===== src/rtl/fifo_write_port_arbiter.sv =====
// Packet-granular round-robin arbiter sharing one asynchronous-FIFO write port among requesters.
// Optional grant watchdog is built when FIFO_WRITE_PORT_ARBITER_WATCHDOG_EN is defined.
module fifo_write_port_arbiter #(
    parameter int REQUESTER_COUNT = 4,
    parameter int DATA_WIDTH      = 16,
    parameter int WATCHDOG_CYCLES = 256
) (
    input  logic                                  clock,
    input  logic                                  reset_n,
    input  logic [REQUESTER_COUNT-1:0]            request,
    input  logic [REQUESTER_COUNT*DATA_WIDTH-1:0] request_data,
    input  logic [REQUESTER_COUNT-1:0]            request_last,
    input  logic                                  fifo_full,
    output logic [REQUESTER_COUNT-1:0]            grant,
    output logic [REQUESTER_COUNT-1:0]            accept,
    output logic                                  fifo_write_enable,
    output logic [DATA_WIDTH-1:0]                 fifo_write_data,
    output logic [$clog2(REQUESTER_COUNT)-1:0]    active_index,
    output logic                                  busy,
    output logic                                  watchdog_expired
);

    localparam int INDEX_WIDTH = $clog2(REQUESTER_COUNT);

    typedef enum logic {
        IDLE    = 1'b0,
        GRANTED = 1'b1
    } state_t;

    state_t                     state;
    state_t                     state_next;
    logic [INDEX_WIDTH-1:0]     rr_ptr;
    logic [INDEX_WIDTH-1:0]     rr_next;
    logic [INDEX_WIDTH-1:0]     index_next;
    logic [REQUESTER_COUNT-1:0] grant_next;
    logic [INDEX_WIDTH-1:0]     winner;
    logic [INDEX_WIDTH-1:0]     candidate;
    logic                       winner_found;
    logic                       xfer;
    logic                       wd_force;

    if (REQUESTER_COUNT < 2 || WATCHDOG_CYCLES < 2) begin : g_param_check
        $error("fifo_write_port_arbiter: REQUESTER_COUNT and WATCHDOG_CYCLES must both be at least 2");
    end

    // Search upward from rr_ptr with wrap; the first requesting index wins.
    // NOTE: combinational blocks use blocking assignments and give every output a default first, so no latch is inferred.
    always_comb begin
        winner_found = 1'b0;
        winner       = '0;
        candidate    = '0;
        for (int i = 0; i < REQUESTER_COUNT; i++) begin
            candidate = INDEX_WIDTH'((int'(rr_ptr) + i) % REQUESTER_COUNT);
            if (!winner_found && request[candidate]) begin
                winner_found = 1'b1;
                winner       = candidate;
            end
        end
    end

    assign busy              = (state == GRANTED);
    assign xfer              = busy && request[active_index] && !fifo_full;
    assign fifo_write_enable = xfer;
    assign accept            = grant & {REQUESTER_COUNT{xfer}};
    assign fifo_write_data   = request_data[active_index*DATA_WIDTH +: DATA_WIDTH];

    always_comb begin
        state_next = state;
        index_next = active_index;
        rr_next    = rr_ptr;
        grant_next = grant;
        case (state)
            IDLE: begin
                if (winner_found) begin
                    state_next         = GRANTED;
                    index_next         = winner;
                    rr_next            = (winner == INDEX_WIDTH'(REQUESTER_COUNT - 1)) ? '0 : winner + 1'b1;
                    grant_next         = '0;
                    grant_next[winner] = 1'b1;
                end
            end
            GRANTED: begin
                if ((xfer && request_last[active_index]) || wd_force) begin
                    state_next = IDLE;
                    grant_next = '0;
                end
            end
            default: begin
                state_next = IDLE;
                grant_next = '0;
            end
        endcase
    end

    // NOTE: reset is synchronous and active-low, so it is only observed at a clock edge.
    always_ff @(posedge clock) begin
        if (!reset_n) begin
            state        <= IDLE;
            active_index <= '0;
            rr_ptr       <= '0;
            grant        <= '0;
        end else begin
            state        <= state_next;
            active_index <= index_next;
            rr_ptr       <= rr_next;
            grant        <= grant_next;
        end
    end

`ifdef FIFO_WRITE_PORT_ARBITER_WATCHDOG_EN
    localparam int WD_WIDTH = $clog2(WATCHDOG_CYCLES);

    logic [WD_WIDTH-1:0] wd_count;
    logic                wd_expired_q;

    // Counts only granted cycles where the owner has no beat; a full-FIFO stall keeps request high.
    assign wd_force = busy && !request[active_index] &&
                      (wd_count == WD_WIDTH'(WATCHDOG_CYCLES - 1));

    always_ff @(posedge clock) begin
        if (!reset_n) begin
            wd_count     <= '0;
            wd_expired_q <= 1'b0;
        end else begin
            wd_expired_q <= wd_force;
            if (!busy || request[active_index] || wd_force) begin
                wd_count <= '0;
            end else begin
                wd_count <= wd_count + 1'b1;
            end
        end
    end

    assign watchdog_expired = wd_expired_q;
`else
    assign wd_force         = 1'b0;
    assign watchdog_expired = 1'b0;
`endif

endmodule


===== config.mk =====
export PLATFORM = sky130hd
export DESIGN_NAME = fifo_write_port_arbiter
export DESIGN_NICKNAME = d
export VERILOG_FILES = /design/src/rtl/fifo_write_port_arbiter.sv
export SDC_FILE = /design/constraint.sdc
export NUM_CORES = 1
export LEC_CHECK = 0
export CAP_MARGIN = 10
export CORE_ASPECT_RATIO = 1.5
export CORE_UTILIZATION = 31
export CTS_CLUSTER_SIZE = 16
export DETAILED_ROUTE_END_ITERATION = 8
export PLACE_DENSITY_LB_ADDON = 0.1
export SLEW_MARGIN = 20
export SYNTH_ARGS = -nofsm -noshare
export SYNTH_HDL_FRONTEND = slang
export SYNTH_SLANG_ARGS = --single-unit

===== constraint.sdc =====
create_clock -name clock -period 5.5 [get_ports clock]
set_clock_uncertainty 0.05 [all_clocks]
set_input_delay 1.65 -clock clock [delete_from_list [all_inputs] [get_ports clock]]
set_output_delay 1.65 -clock clock [all_outputs]
set_load 0.005 [all_outputs]

=== Word-level counts from Yosys, hierarchy flattened ===
Index checks and enable logic that the tools add are counted.

* Register bits: 9
* Input port bits: 75
* Output and inout bits: 29
* Word-level logic and storage cells: 63

* Add/subtract/negate cells: 4
* Order comparisons: 7
* Equal/unequal tests: 3
* Shift operators: 1
* Multiplexer cells: 29
* Bitwise gates (word level): 2
* Reductions and logical operators: 13

{| class="wikitable"
|+ Operators by type and width
! cell !! number
|-
| indexed part select 64 x 7 -> 16 bit || 1
|-
| < comparator 2 x 3 -> 1 bit (second input constant) || 6
|-
| two-way mux 1 bit || 13
|-
| binary-select mux 1 bit (select 2 bit) || 6
|-
| two-way mux 2 bit || 5
|-
| two-way mux 4 bit || 2
|-
| one-hot mux 4 bit (2 select lines) || 1
|-
| logical AND 1 bit || 7
|-
| adder 2 x 1 -> 2 bit (second input constant) || 2
|-
| adder 2 bit (second input constant) || 2
|-
| bitwise AND 4 bit || 1
|-
| logical NOT 1 bit || 4
|-
| AND reduction 2 bit || 2
|-
| demux 1 bit (select 2 bit) || 1
|-
| == test 2 bit (second input constant) || 1
|-
| >= comparator 2 x 1 -> 1 bit (second input constant) || 1
|-
| != test 2 x 1 -> 1 bit (second input constant) || 1
|-
| != test 2 bit (second input constant) || 1
|-
| one-hot mux 1 bit (2 select lines) || 1
|-
| NOT 1 bit || 1
|}

=== Depth between registers and ports, before layout ===
* Word-level depth: 18
* Gate-level depth with buffers: 7
* Depth with buffers taken out: 7

=== Worst setup path before layout ===
Ideal clock, no wire load.

* Path kind: input-to-output
* From: in fifo_full
* To: out accept[0]
* Arrival: 2.379 ns
* Required time: 3.800 ns
* Slack: 1.421 ns
* Stages on the path: 3
* Cell sequence: or3b_1 -> o22ai_2 -> and2_1

* Cells in the longest elaborated chain, start to end: 3

{| class="wikitable"
|+ Ends and longest elaborated chain
! item !! line !! source
|-
| start, declared || 13 || <nowiki>input logic fifo_full,</nowiki>
|-
| logical NOT 1 bit || 62 || <nowiki>assign xfer = busy && request[active_index] && !fifo_full;</nowiki>
|-
| logical AND 1 bit || 62 ||
|-
| via fifo_write_enable || 16 || <nowiki>output logic fifo_write_enable,</nowiki>
|-
| bitwise AND 4 bit || 64 || <nowiki>assign accept = grant & {REQUESTER_COUNT{xfer}};</nowiki>
|-
| end, declared || 15 || <nowiki>output logic [REQUESTER_COUNT-1:0] accept,</nowiki>
|}

The timed path passes the listed nets, and every way through them passes these cells.

=== Final worst setup path ===
* From: in fifo_full
* To: out accept[2]

* Cells in the longest elaborated chain, start to end: 3

{| class="wikitable"
|+ Ends and longest elaborated chain
! item !! line
|-
| logical NOT 1 bit || 62
|-
| logical AND 1 bit || 62
|-
| bitwise AND 4 bit || 64
|}

No other way between the ends.

==> results.ini <==
[clock_tree]
cts_resized=0
clock-sinks=9
numCtsBuffers=3
tritoncts=yes
post_cts_buffers=0
clkSlewWorstSetupHoldPaths_ns=0.05
cts-htree-levels=1
cts_buffer_depth=2
root_buffer=clkbuf_8
holdBufCountCts=0
clk_latency_ns=0.24

[die]
pin_count=104
core_mm2=0.00297
dieArea_mm2=0.00345
rows=24
fp.dieH_um=71.5
die_w_um=48.3
start_util=0.335

[power_and_ir_drop]
p_leak_nw=0.789
p_per_area_mw_per_mm2=172
finalPower_mw=0.357
ir_drop_mv=0.174

[synthesis]
syn_area_um2=997
synth_area_leaders=mux4_2, dfxtp_1, mux4_1
synth_area_leader_cell=mux4_2
ys_ff_latch=9
synth.distinct_cells=31
syn-mean-instance-area_um2=11.6
async_reset_ff_frac=0
syn_nets=165
synth-edff-count=0
synth.yosys.warnings=0
synth.top_cell.area_share=0.316
ys_seq_area_frac=0.181
syn-instance-count=86
ys_dominant_reg_cell=dfxtp_1

[global_routing]
grt_use_total=0.236
grt_max_degree=22
grt_pass1_vias=1207
grt-ovfl-total=0
grt_pass1_wl_um=6180
grt_antenna_before_repair=0

[placed_design]
placed_cell_area_mm2=0.00204
gp_congestion=0.804
dp_slack_ns=0.414
place_inst=222
portBuffers=102
dp_hpwl_um=3300

[routing]
drtIter0Drc=18
ant_nets=0
vias=1191
wire_per_inst_um=17.3
drc=0
drtPass1Iterations=4
drt_wl_total_um=3910
viasPerCell=5.27

[sta]
report.final.hold_viol_count=0
relSlewSlack=0.429
fin_crit_ns=5.07
finalSetupViolCount=0
grt_setup_unrepaired=false
tightest_slew_ns=0.855
fmax_mhz=197
worst_slack_ns=0.432
timing.setup.tns_ns=0
holdWs_ns=0.420
finalCritPeriodShare=0.921
drv_slew=0

[layout]
antenna_cells=0
synthToLayoutAreaGrowth_pct=109
final_layout_size_suffix_gt1_frac=0.107
final_area_mm2=0.00208
final_cell_count_no_fill=226
utilization=0.700
fin_nets=267

[setup_path]
worst_ep_required_time_ns=3.80
startpoint_type=input port
path_class=in2out
cp_max_fo=7
cp-end-kind=primary output
rrSetupSlack_ns=3.60
critPathArrivalTime_ns=3.37
worst_r2r_path_depth=4

[hold_path]
min_delay_path_depth=2
hold_class=reg2reg

[run_status]
outcome=finished clean

[job]
drv_cap=0

-- kinds of logic after synthesis --
group / after synthesis / share of synthesized area
adders and majority gates: 4 / 0.0502
buffers and inverters: 10 / 0.0539
other: 1 / 0.00376
AOI/OAI and AO/OA: 15 / 0.123
and+or+nand+nor: 23 / 0.123
muxes: 24 / 0.466
DFF: 9 / 0.181
-- per-layer routing --
layer / global-route usage / routed length, um / part of all wire / vias to the layer above
li1: - / - / - / 539
met1: 0.227 / 1340 / 0.34 / 561
met2: 0.440 / 2040 / 0.52 / 76
met3: 0.0679 / 370 / 0.095 / 15
met4: 0.141 / 155 / 0.040 / 0
met5: 0 / 0 / 0 / -
-- power by group --
| part | internal, mW | total, mW | switching, mW | leakage [nW] |
|---|---|---|---|---|
| registers | 0.0728 | 0.0882 | 0.0154 | 0.0740 |
| logic | 0.135 | 0.190 | 0.0545 | 0.692 |
| clock network | 0.0507 | 0.0789 | 0.0283 | 0.0228 |
| total | 0.259 | 0.357 | 0.0981 | 0.789 |
-- layout by cell type (no fill, tap or decap), drive strengths merged --
master / Yosys / final
mux4: 17 / 17
and2b: 2 / 2
buf: 5 / 1
and2: 4 / 4
clkdlybuf4s50: 0 / 102
a31oi: 1 / 1
mux2i: 7 / 7
nor2: 1 / 1
o21a: 1 / 1
nand2b: 3 / 3
a2111o: 1 / 1
nand3b: 1 / 1
a21o: 2 / 2
nand2: 10 / 10
clkbuf: 1 / 4
a21boi: 2 / 2
o211a: 1 / 1
dfxtp: 9 / 9
a211o: 1 / 1
a21oi: 2 / 2
nor2b: 1 / 1
conb: 1 / 1
o22ai: 4 / 4
inv: 4 / 4
or3b: 1 / 1
ha: 4 / 4
-- area by class of cell --
class | instances | area, um2
Tap cell | 39 | 48.8
Multi-Input combinational cell | 67 | 763
Inverter | 4 | 15.0
Timing Repair Buffer | 103 | 1030
Fill cell | 225 | 892
Sequential cell | 9 | 180
Clock buffer | 4 | 45.0
-- worst paths after layout --
kind              startpoint         to
max                fifo_full  accept[2]
min                 grant[2]   grant[2]
max reg2reg  active_index[1]   grant[1]
min reg2reg         grant[2]   grant[2]
-- state kept, by name, summed over array words and instances (netlist names) --
name,flops
busy,1
active_index,2
rr_ptr,2
grant,4
-- synthesized netlist by cell type (all sizes together) (3+ instances only) --
library cell  instances
inv                   4
buf                   5
ha                    4
dfxtp                 9
mux4                 17
nand2b                3
and2                  4
mux2i                 7
nand2                10
o22ai                 4
-- critical path: stages --
cell and delay [ns]:
clkdlybuf4s50_1 0.42, or3b_1 0.37, o22ai_2 0.26, and2_1 0.18, clkdlybuf4s50_1 0.49
No activity file was read; power rests on OpenSTA's default activity.
